`src/rtl/loader_pkg.sv`:
```
// Shared types and constants for the simple-computer program loader.
package loader_pkg;

    typedef enum logic [2:0] {
        HDR,
        LOAD,
        CHK,
        FILL,
        RUN,
        ERR
    } state_t;

    localparam logic [3:0] op_nop = 4'h0;
    localparam logic [3:0] op_lda = 4'h1;
    localparam logic [3:0] op_add = 4'h2;
    localparam logic [3:0] op_sub = 4'h3;
    localparam logic [3:0] op_sta = 4'h4;
    localparam logic [3:0] op_ldi = 4'h5;
    localparam logic [3:0] op_jmp = 4'h6;
    localparam logic [3:0] op_jc  = 4'h7;
    localparam logic [3:0] op_jz  = 4'h8;
    localparam logic [3:0] op_out = 4'hE;
    localparam logic [3:0] op_hlt = 4'hF;

    localparam logic [7:0] fill_word_default = {op_nop, 4'h0};

endpackage

```
`src/rtl/prog_loader.sv`:
```
// Loads a length-prefixed, checksummed word stream into board RAM and holds
// the CPU in reset until the image checks good.
//
// state | meaning
// HDR   | waiting for header word L
// LOAD  | writing data words to RAM[0..L-1], accumulating sum
// CHK   | waiting for checksum word, compare against sum
// FILL  | padding RAM[L..DEPTH-1] with FILL_WORD
// RUN   | image good, CPU released
// ERR   | bad header or checksum, CPU held
module prog_loader
    import loader_pkg::*;
#(
    parameter int DATA_W = 8,
    parameter int ADDR_W = 4,
    parameter int FILL_EN = 1,
    parameter logic [DATA_W-1:0] FILL_WORD = DATA_W'(fill_word_default)
) (
    input  logic              clk,
    input  logic              clr,
    input  logic              in_valid,
    input  logic [DATA_W-1:0] in_data,
    output logic              in_ready,
    input  logic              reload,
    output logic              ram_we,
    output logic [ADDR_W-1:0] ram_addr,
    output logic [DATA_W-1:0] ram_wdata,
    output logic              cpu_hold,
    output logic              done,
    output logic              err
);

    localparam int DEPTH = 2 ** ADDR_W;
    localparam logic [ADDR_W:0] depth_c = (ADDR_W + 1)'(DEPTH);

    state_t            state;
    logic [ADDR_W:0]   cnt;
    logic [ADDR_W:0]   len;
    logic [DATA_W-1:0] sum;
    logic              accept;
    logic              hdr_bad;

    assign accept  = in_valid && in_ready;
    assign hdr_bad = (in_data == '0) || (in_data > DATA_W'(DEPTH));

    always_ff @(posedge clk or posedge clr) begin
        if (clr) begin
            state     <= HDR;
            cnt       <= '0;
            len       <= '0;
            sum       <= '0;
            in_ready  <= 1'b0;
            ram_we    <= 1'b0;
            ram_addr  <= '0;
            ram_wdata <= '0;
            cpu_hold  <= 1'b1;
            done      <= 1'b0;
            err       <= 1'b0;
        end else begin
            ram_we <= 1'b0;
            case (state)
                HDR: begin
                    in_ready <= 1'b1;
                    if (accept) begin
                        if (hdr_bad) begin
                            state    <= ERR;
                            err      <= 1'b1;
                            in_ready <= 1'b0;
                        end else begin
                            len   <= in_data[ADDR_W:0];
                            cnt   <= '0;
                            sum   <= '0;
                            state <= LOAD;
                        end
                    end
                end
                LOAD: begin
                    if (accept) begin
                        ram_we    <= 1'b1;
                        ram_addr  <= cnt[ADDR_W-1:0];
                        ram_wdata <= in_data;
                        sum       <= sum + in_data;
                        cnt       <= cnt + 1'b1;
                        if (cnt == len - 1'b1) begin
                            state <= CHK;
                        end
                    end
                end
                CHK: begin
                    if (accept) begin
                        in_ready <= 1'b0;
                        if (in_data != sum) begin
                            state <= ERR;
                            err   <= 1'b1;
                        end else if ((FILL_EN != 0) && (len < depth_c)) begin
                            // First pad write goes out alongside the state change
                            state     <= FILL;
                            ram_we    <= 1'b1;
                            ram_addr  <= len[ADDR_W-1:0];
                            ram_wdata <= FILL_WORD;
                            cnt       <= len + 1'b1;
                        end else begin
                            state    <= RUN;
                            done     <= 1'b1;
                            cpu_hold <= 1'b0;
                        end
                    end
                end
                FILL: begin
                    if (cnt == depth_c) begin
                        state    <= RUN;
                        done     <= 1'b1;
                        cpu_hold <= 1'b0;
                    end else begin
                        ram_we    <= 1'b1;
                        ram_addr  <= cnt[ADDR_W-1:0];
                        ram_wdata <= FILL_WORD;
                        cnt       <= cnt + 1'b1;
                    end
                end
                RUN, ERR: begin
                    if (reload) begin
                        state    <= HDR;
                        in_ready <= 1'b1;
                        done     <= 1'b0;
                        err      <= 1'b0;
                        cpu_hold <= 1'b1;
                    end
                end
                default: begin
                    state    <= HDR;
                    in_ready <= 1'b0;
                end
            endcase
        end
    end

endmodule

```
`config.mk`:
```
export PLATFORM = sky130hd
export DESIGN_NAME = prog_loader
export DESIGN_NICKNAME = d
export VERILOG_FILES = /design/src/rtl/loader_pkg.sv /design/src/rtl/prog_loader.sv
export SDC_FILE = /design/constraint.sdc
export NUM_CORES = 1
export LEC_CHECK = 0
export BUFFER_PORTS_ARGS = -buffer_cell sky130_fd_sc_hd__clkbuf_2
export CAP_MARGIN = 30
export CORE_MARGIN = 10
export CORE_UTILIZATION = 40
export DETAILED_ROUTE_END_ITERATION = 10
export PLACE_DENSITY = 0.59
export REMOVE_ABC_BUFFERS = 1
export SLEW_MARGIN = 20
export SYNTH_ARGS = -nofsm -noshare
export SYNTH_HDL_FRONTEND = slang
export SYNTH_SLANG_ARGS = --single-unit
```
`constraint.sdc`:
```
create_clock -name clk -period 4.2 [get_ports clk]
set_clock_uncertainty 0.2 [all_clocks]
set_input_delay 0.84 -clock clk [delete_from_list [all_inputs] [get_ports clk]]
set_output_delay 0.84 -clock clk [all_outputs]
set_load 0.05 [all_outputs]
```
==> qor.txt <==
data arrival time of the critical path: 2.75 ns
crit-path max FO: 19
async set or reset register ratio after synthesis: 100%
most frequent cells after synthesis: 37 x sky130_fd_sc_hd__dfrtp_1, 22 x sky130_fd_sc_hd__nand2_1, 21 x sky130_fd_sc_hd__inv_1, 21 x sky130_fd_sc_hd__o21ai_0, 17 x sky130_fd_sc_hd__a21oi_1
count of distinct cell types in the synthesized netlist: 60
worst-case register-to-register setup slack: 1.55 ns
Skew-Pair Late Insertion Delay: 0.30 ns
length of the first detailed-routing pass in iterations: 4
clock tree root buffer cell: sky130_fd_sc_hd__clkbuf_8
worst voltage drop across the vdd grid: 0.170 mV
total grt overflow: 0
CP Capture Type: register
routed via count: 2055
total non-filler cell area in the finished layout: 2790 µm²
die boundary height: 98.8 µm
drt total wl: 5950 µm
Clock Sink Count: 38
highest attainable clock frequency: 366 MHz
clock transition at the registers of the reported paths: 0.08 ns
Pwr Total: 725 µW
antenna violations before repair: 0
Max transition margin: 57.0%
initial cell density of the core: 41.5%
hold violation count in the final report: 0
area share of the largest cell type after synthesis: 37.3%
end of the critical path: ram_wdata[5]
switching component of the power: 172 µW
relative contribution of the clock network to total power: 44.8%
CP Data Required Time: 4.22 ns
layout cells sized above 1: 19.5%
num rows: 28
internal power of the cells: 553 µW
path length in cells of the critical path: 8
Power per Cell Area: 260 nW/µm²
class of the tightest hold or removal check: reg2reg
final net count: 318
Die Wd: 98.8 µm
Post-CTS Hold Buffers: 0
Slew @ Worst Pin: 0.644 ns
wire length per cell: 16.0 µm
CTS H-tree lvls: 2
Net Sw Frac: 23.7%
cell accounting for the most synthesized area: sky130_fd_sc_hd__dfrtp_1
total placed cells including tap cells: 363
number of synthesized register bits: 38
startpoint kind of the worst setup timing path: primary input
max-cap violations: 0
area added between synthesis and finish: 12.1%
worst slack after detailed placement: 0.841 ns
static leakage power: 1.31 nW
top-level port count: 29
fraction of power consumed by sequential logic: 50.4%
Post CTS Setup Buffer Count: 0
mean instance size in the synthesized netlist: 9.17 µm²
Max Root-Sink Buffers: 2
DRC violation count after routing: 0
slowest cell on the critical path: sky130_fd_sc_hd__ha_1
setup repair after global routing missed its margin: no
synthesized netlist cell count: 271
TritonCTS clock tree: done
Worst Reg-to-Reg Cells: 6
share of the cycle needed by the critical path after routing: 65.0%
timing startpoint of the critical path: in_data[4]
buffers plus inverters on the worst setup path: 2
pin count of the biggest net entering global routing: 39
total CTS buffers: 5
worst hold margin: 0.298 ns
count of endpoints failing setup in the final report: 0
number of antenna-violating nets in the routed design: 0
status: complete, no violations
final non-filler cell total: 372
post-detailed-route via-to-cell ratio: 5.52
number of gates resized after CTS: 0
final number of max-transition violations: 0
share of synthesized area occupied by flip-flops and latches: 38.3%
First DRT Iteration DRCs: 189
end of the worst register-to-register path: cnt[4]
Inserted Diodes: 0
worst path setup slack after routing: 1.47 ns
Crit path max-delay family: compound AO/OA/AOI/OAI gates
cells along the critical path: clkbuf_2 -> ha_1 -> nor4_4 -> a41oi_1 -> a211oi_4 -> buf_6 -> nand3_1 -> o21ai_0
delay of the slowest critical-path stage: 0.40 ns
first-pass GRT wire length: 10700 µm
dominant register cell in the synthesized netlist: sky130_fd_sc_hd__dfrtp_1
count of input and output buffers: 28
count leader, synth: sky130_fd_sc_hd__dfrtp_1
Core Region: 5990 µm²
biggest area contributors in the synthesized netlist: sky130_fd_sc_hd__dfrtp_1 37%, sky130_fd_sc_hd__ha_1 4.5%, sky130_fd_sc_hd__mux2_2 4.5%
die area: 9760 µm²
cell area after placement: 2660 µm²
via count of the first global-routing pass: 2084
post-detailed-placement half-perimeter wirelength: 4200 µm
Yosys warnings: 0
number of enable-type register cells in the synthesized netlist: 0
post-layout min period: 2.73 ns
Hold Startpoint: done
R2R Path Start: state[0]
final cell utilization of the core: 46.5%
final weighted congestion in routability-driven placement: 0.867
power share of the combinational group: 4.8%
synthesized area: 2480 µm²
Critical Setup Path Class: in2reg
GRT Resource Usage Total: 12.9%
setup TNS after final layout: 0 ns
==> sequential cells by signal, summed over array words and instances (netlist names) <==
register,cells
cnt,5
cpu_hold,1
done,1
err,1
in_ready,1
len,5
ram_addr,4
ram_wdata,8
ram_we,1
state,3
sum,8
==> cells in the final DEF, fill, tap and decap left out, drive strengths merged, types with 2 or more instances in the layout <==
cell and instances:
a211oi 4, a21o 3, a21oi 17, a221oi 2
a31oi 3, and2 3, and3 2, buf 3
clkbuf 33, clkinvlp 2, dfrtp 37, ha 9
inv 21, mux2 10, mux2i 9, nand2 23
nand2b 4, nand3 10, nand4 2, nor2 15
nor3 5, nor3b 2, nor4 5, o211ai 3
o21ai 24, o21bai 2, o22ai 7, o311ai 2
o31ai 2, or3 2, xnor2 10, xor2 3
==> layout make-up <==
cell class                      instances  area, µm²
Inverter                               21       78.8
Clock inverter                          3       45.0
Multi-Input combinational cell        199       1380
Clock buffer                            5       68.8
Fill cell                             576       3200
Timing Repair Buffer                   31        166
Tap cell                               75       93.8
Sequential cell                        38        952
==> worst reg2reg max path, stage by stage (launching register included) <==
cell                      delay [ns]
sky130_fd_sc_hd__dfrtp_1        0.74
sky130_fd_sc_hd__nor2b_1        0.46
sky130_fd_sc_hd__mux2_2         0.41
sky130_fd_sc_hd__ha_1           0.22
sky130_fd_sc_hd__nand4_1        0.08
sky130_fd_sc_hd__or3b_1         0.34
sky130_fd_sc_hd__mux2i_1        0.13
==> power by group through the flow <==
stage               combinational, mW  clock [mW]  sequential, mW
floorplan                      0.0187           0           0.373
global route                   0.0397       0.349           0.366
CTS                            0.0356       0.334           0.366
global placement               0.0355           0           0.373
finish                         0.0350       0.325           0.366
detailed placement             0.0356           0           0.373
==> kinds of logic after synthesis <==
group           count (synthesis)  synth area share, %
mux                            19                 8.16
simple gates                   77                 16.5
xor+xnor                       13                 4.58
compound gates                 80                 21.0
buf+inv                        34                 6.09
fa+ha+maj                      10                 5.34
flops                          38                 38.3
==> metal layers <==
metal  vias up  wire length, µm  GRT usage, %
met5         -                0             0
met4         0               83          3.97
met3         8              310          2.79
met2        57             2760          20.7
met1       964             2790          16.9
li1       1026                -             -
==> worst min path at each step <==
stage	cells past startpoint	slack, ns	end
floorplan	1	0.27	sum[7]
global placement	2	0.28	done
detailed placement	2	0.29	done
CTS	2	0.31	done
global route	2	0.33	cpu_hold
finish	2	0.30	done
Power figures use the tool's default switching activity.
